--- config.mk ---
export PLATFORM = sky130hd
export DESIGN_NAME = quad_step_decoder
export DESIGN_NICKNAME = d
export VERILOG_FILES = /design/src/rtl/quad_step_decoder.sv
export SDC_FILE = /design/constraint.sdc
export NUM_CORES = 1
export LEC_CHECK = 0
export ABC_AREA = 1
export BUFFER_PORTS_ARGS = -buffer_cell sky130_fd_sc_hd__buf_2
export CAP_MARGIN = 20
export CORE_MARGIN = 5
export CORE_UTILIZATION = 45
export DETAILED_ROUTE_END_ITERATION = 16
export HOLD_SLACK_MARGIN = 0.05
export PLACE_DENSITY = 0.58
export SYNTH_ARGS = -nofsm -noshare
export SYNTH_HDL_FRONTEND = slang
export SYNTH_SLANG_ARGS = --single-unit
--- constraint.sdc ---
create_clock -name clkpulse -period 4.6 [get_ports clkpulse]
set_clock_uncertainty 0.1 [all_clocks]
set_input_delay 0.69 -clock clkpulse [delete_from_list [all_inputs] [get_ports clkpulse]]
set_output_delay 0.69 -clock clkpulse [all_outputs]
set_load 0.005 [all_outputs]
--- src/rtl/quad_step_decoder.sv ---
// Quadrature step decoder: synchronises and debounces channels A/B, then turns
// each accepted single-bit transition into a step/dir pulse and a mod-16 position.
module quad_step_decoder #(
  parameter int unsigned DEBOUNCE_CYCLES = 4
) (
  input  logic       clkpulse,
  input  logic       rst,
  input  logic       a_in,
  input  logic       b_in,
  input  logic       clear,
  output logic       step,
  output logic       dir,
  output logic [3:0] pos,
  output logic       err
);

  localparam logic [8:0] LIMIT = 9'(DEBOUNCE_CYCLES);

  // Pair bit 1 is channel A, bit 0 is channel B throughout.
  logic [1:0]      sync1;
  logic [1:0]      sync2;
  logic [1:0]      stable;
  logic [1:0]      stable_next;
  logic [1:0]      accept;
  logic [1:0][7:0] cnt;
  logic            armed;
  logic            changed;
  logic            fwd;
  logic            rev;
  logic            dbl;

  always_ff @(posedge clkpulse or posedge rst) begin
    if (rst) begin
      sync1 <= '0;
      sync2 <= '0;
    end else begin
      sync1 <= {a_in, b_in};
      sync2 <= sync1;
    end
  end

  always_comb begin
    accept      = '0;
    stable_next = stable;
    for (int unsigned i = 0; i < 2; i++) begin
      accept[i] = (sync2[i] != stable[i]) && (({1'b0, cnt[i]} + 9'd1) == LIMIT);
      if (accept[i]) stable_next[i] = sync2[i];
    end
  end

  always_ff @(posedge clkpulse or posedge rst) begin
    if (rst) begin
      cnt    <= '0;
      stable <= '0;
    end else begin
      for (int unsigned i = 0; i < 2; i++) begin
        if (sync2[i] == stable[i]) begin
          cnt[i] <= '0;
        end else if (accept[i]) begin
          cnt[i]    <= '0;
          stable[i] <= sync2[i];
        end else begin
          cnt[i] <= cnt[i] + 8'd1;
        end
      end
    end
  end

  // The stable register doubles as the previous pair: the decoder looks at the
  // pair about to be accepted, so step lands on the same edge as the update.
  always_comb begin
    changed = (stable_next != stable);
    fwd     = 1'b0;
    rev     = 1'b0;
    case ({stable, stable_next})
      4'b00_10, 4'b10_11, 4'b11_01, 4'b01_00: fwd = 1'b1;
      4'b00_01, 4'b01_11, 4'b11_10, 4'b10_00: rev = 1'b1;
      default: ;
    endcase
    dbl = changed && ((stable ^ stable_next) == 2'b11);
  end

  always_ff @(posedge clkpulse or posedge rst) begin
    if (rst) begin
      armed <= 1'b0;
      step  <= 1'b0;
      dir   <= 1'b0;
      pos   <= '0;
      err   <= 1'b0;
    end else begin
      step <= 1'b0;
      if (changed) begin
        if (!armed) begin
          armed <= 1'b1;
        end else if (fwd) begin
          step <= 1'b1;
          dir  <= 1'b1;
          pos  <= pos + 4'd1;
        end else if (rev) begin
          step <= 1'b1;
          dir  <= 1'b0;
          pos  <= pos - 4'd1;
        end else if (dbl) begin
          err <= 1'b1;
        end
      end
      // Clear wins over the arithmetic and the error set above; step/dir still update.
      if (clear) begin
        pos <= '0;
        err <= 1'b0;
      end
    end
  end

endmodule

==> results.json <==
{
  "fin_crit_ps": 2910,
  "globalRouteOverflowTotal": 0,
  "diodes": 0,
  "ios": 12,
  "rows": 23,
  "clockRootBuffer": "clkbuf_8",
  "status": "finished clean",
  "grt_usage": 0.147,
  "clk_pin_slew_ps": 60,
  "die_w_um": 74.1,
  "post_dp_cell_area_um2": 1980,
  "whs_endpoint": "sync2[1]",
  "tns_ps": 0,
  "fin_area_um2": 2070,
  "slew_violations": 0,
  "drtPass1Iterations": 4,
  "rr_endpoint": "pos[3]",
  "critical_path_required_ps": 4670,
  "layout-drive-gt1-share": 0.243,
  "cts_made_buffers": 5,
  "cellPowerDensity_nw_per_um2": 450,
  "cp-startpoint": "cnt[0]",
  "min_path_cells": 0,
  "area_growth_pct": 11.7,
  "grt_pass1_wl_um": 6200,
  "period_share": 0.632,
  "die_h_um": 74.1,
  "cap_violations": 0,
  "post-dp-hpwl_um": 2440,
  "finalHoldViolCount": 0,
  "htreeDepth": 2,
  "post_cts_buffers": 0,
  "syn_area_per_cell_um2": 8.15,
  "ys_seq_elements": 30,
  "rsz0062_at_grt": "false",
  "worst_slew_pin_slew_ps": 397,
  "start_kind": "flip-flop",
  "start_util": 0.463,
  "yosysSeqAreaShare": 0.406,
  "hold_start": "sync1[1]",
  "globalplace.congestion": 0.789,
  "grt_antenna_before_repair": 0,
  "hold_buffers": 0,
  "leakage_nw": 1.07,
  "coreArea_um2": 4000,
  "synthesis.area_um2": 1850,
  "cts_resized": 0,
  "clk_path_buf_depth": 2,
  "yosysUniqueCellTypes": 26,
  "cts_sinks": 30,
  "first_global_vias": 1434,
  "reg2reg_depth": 20,
  "finalNonFillerCells": 297,
  "dieArea_um2": 5490,
  "max_freq_mhz": 344,
  "numPortBuffers": 11,
  "drt-total-wl_um": 3260,
  "cts_tree": "yes",
  "fillerInstances": 412,
  "nets": 258,
  "slew_headroom": 0.735,
  "place_inst": 289,
  "yosys_warnings": 0,
  "critPathKind": "flip-flop to flip-flop",
  "end_kind": "flip-flop",
  "via_count": 1430,
  "drtIter0Drc": 44,
  "postRouteAntennaNets": 0,
  "syn_nets": 239,
  "arrival_ps": 2980,
  "cp_max_fo": 6,
  "drc": 0,
  "hold_ws_ps": 251,
  "p_total_uw": 930,
  "hp-class": "flip-flop to flip-flop",
  "r2r_start": "cnt[0]",
  "timing.reg2reg.setup_slack_ps": 1690,
  "synthCells": 227,
  "routedWlPerCell_um": 11.0,
  "clk_latency_ps": 280,
  "ir_drop_mv": 0.264,
  "viasPerCell": 4.81,
  "grt_max_degree": 31,
  "setup_viol_count_final": 0
}
==> critical path, stage by stage, from the launching register on <==
cell and delay, ps:
dfrtp_1 430, ha_1 270, nand2_2 110, nand2_2 70, nor2_2 90, nand2_2 70, nor2_4 130, nand3_2 130
nand2_2 100, nand3_1 80, nand2_2 100, nand2_4 90, ha_1 320, a21oi_1 170, nand2_1 80, xnor2_1 180
nand3_1 90, nand2_1 70, nor2_1 40, nand2_1 40, nand2_1 40
==> worst max path at each step <==
| stage | to | cells after the start |
|---|---|---|
| after global routing | pos[3] | 21 |
| after detailed placement | pos[3] | 20 |
| final | pos[3] | 20 |
| after global placement | pos[3] | 20 |
| after floorplan | pos[3] | 20 |
| after CTS | pos[3] | 21 |
==> final cells by class <==
type | count | area, um2 | area share
Multi-Input combinational cell | 162 | 968 | 0.469
Clock inverter | 1 | 5.00 | 0.00242
Inverter | 35 | 131 | 0.0636
Sequential cell | 30 | 751 | 0.363
Tap cell | 50 | 62.6 | 0.0303
Timing Repair Buffer | 12 | 62.6 | 0.0303
Clock buffer | 7 | 86.3 | 0.0418
==> registers in the layout, indices dropped and copies added (netlist names) <==
name	flops
err	1
stable	2
pos	4
step	1
armed	1
sync1	2
sync2	2
dir	1
cnt	16
==> synth_stat cells, drive strengths merged <==
master	n	area, um2
nand2	67	322
dfrtp	30	751
nand3b	1	7.51
xnor2	1	8.76
or2	1	6.26
nor2	27	144
o211ai	1	7.51
xor2	3	26.3
nand4	8	62.6
inv	35	131
nor4	1	6.26
a21oi	7	35.0
o21ai	6	37.5
o21bai	1	7.51
nand3	31	203
ha	6	75.1
fa	1	20.0
==> through the flow <==
stage	setup WS [ps]	util
after floorplan	1930	-
after global placement	1730	0.494
after detailed placement	1690	0.494
after CTS	1680	0.517
after global routing	1310	0.517
final	1690	0.517
==> routing by layer <==
layer | global-route usage | vias up | share of wire | routed length (um)
met5 | 0 | - | 0 | 0
met4 | 0.0604 | 0 | 0.017 | 55
met3 | 0.0405 | 6 | 0.024 | 77
met2 | 0.232 | 11 | 0.46 | 1490
met1 | 0.189 | 650 | 0.50 | 1640
li1 | - | 763 | - | -
==> power breakdown <==
| part | internal (mW) | total, mW | leakage, nW | switching [mW] |
|---|---|---|---|---|
| Sequential | 0.313 | 0.378 | 0.399 | 0.0646 |
| Clock | 0.120 | 0.217 | 0.0482 | 0.0970 |
| Combinational | 0.131 | 0.334 | 0.627 | 0.203 |
| Total | 0.565 | 0.930 | 1.07 | 0.365 |
==> cells by family (layout without fill, tap and decap cells) <==
kind of cell,count (synthesis),after routing,share of synthesized area
xor gates and xnor gates,4,4,0.0189
and+or+nand+nor,136,136,0.406
buffers and inverters,35,55,0.0710
AOI/OAI and AO/OA,15,15,0.0473
adders and majority gates,7,7,0.0514
DFF,30,30,0.406
==> placed cells by master, fill, tap and decap left out, drive strengths merged, types with 3 or more instances in the layout <==
cell,synthesis,routed
buf,0,12
nor2,27,27
dfrtp,30,30
inv,35,35
o21ai,6,6
nand3,31,31
clkbuf,0,7
nand2,67,67
xor2,3,3
a21oi,7,7
ha,6,6
nand4,8,8
Power figures use the tool's default switching activity.
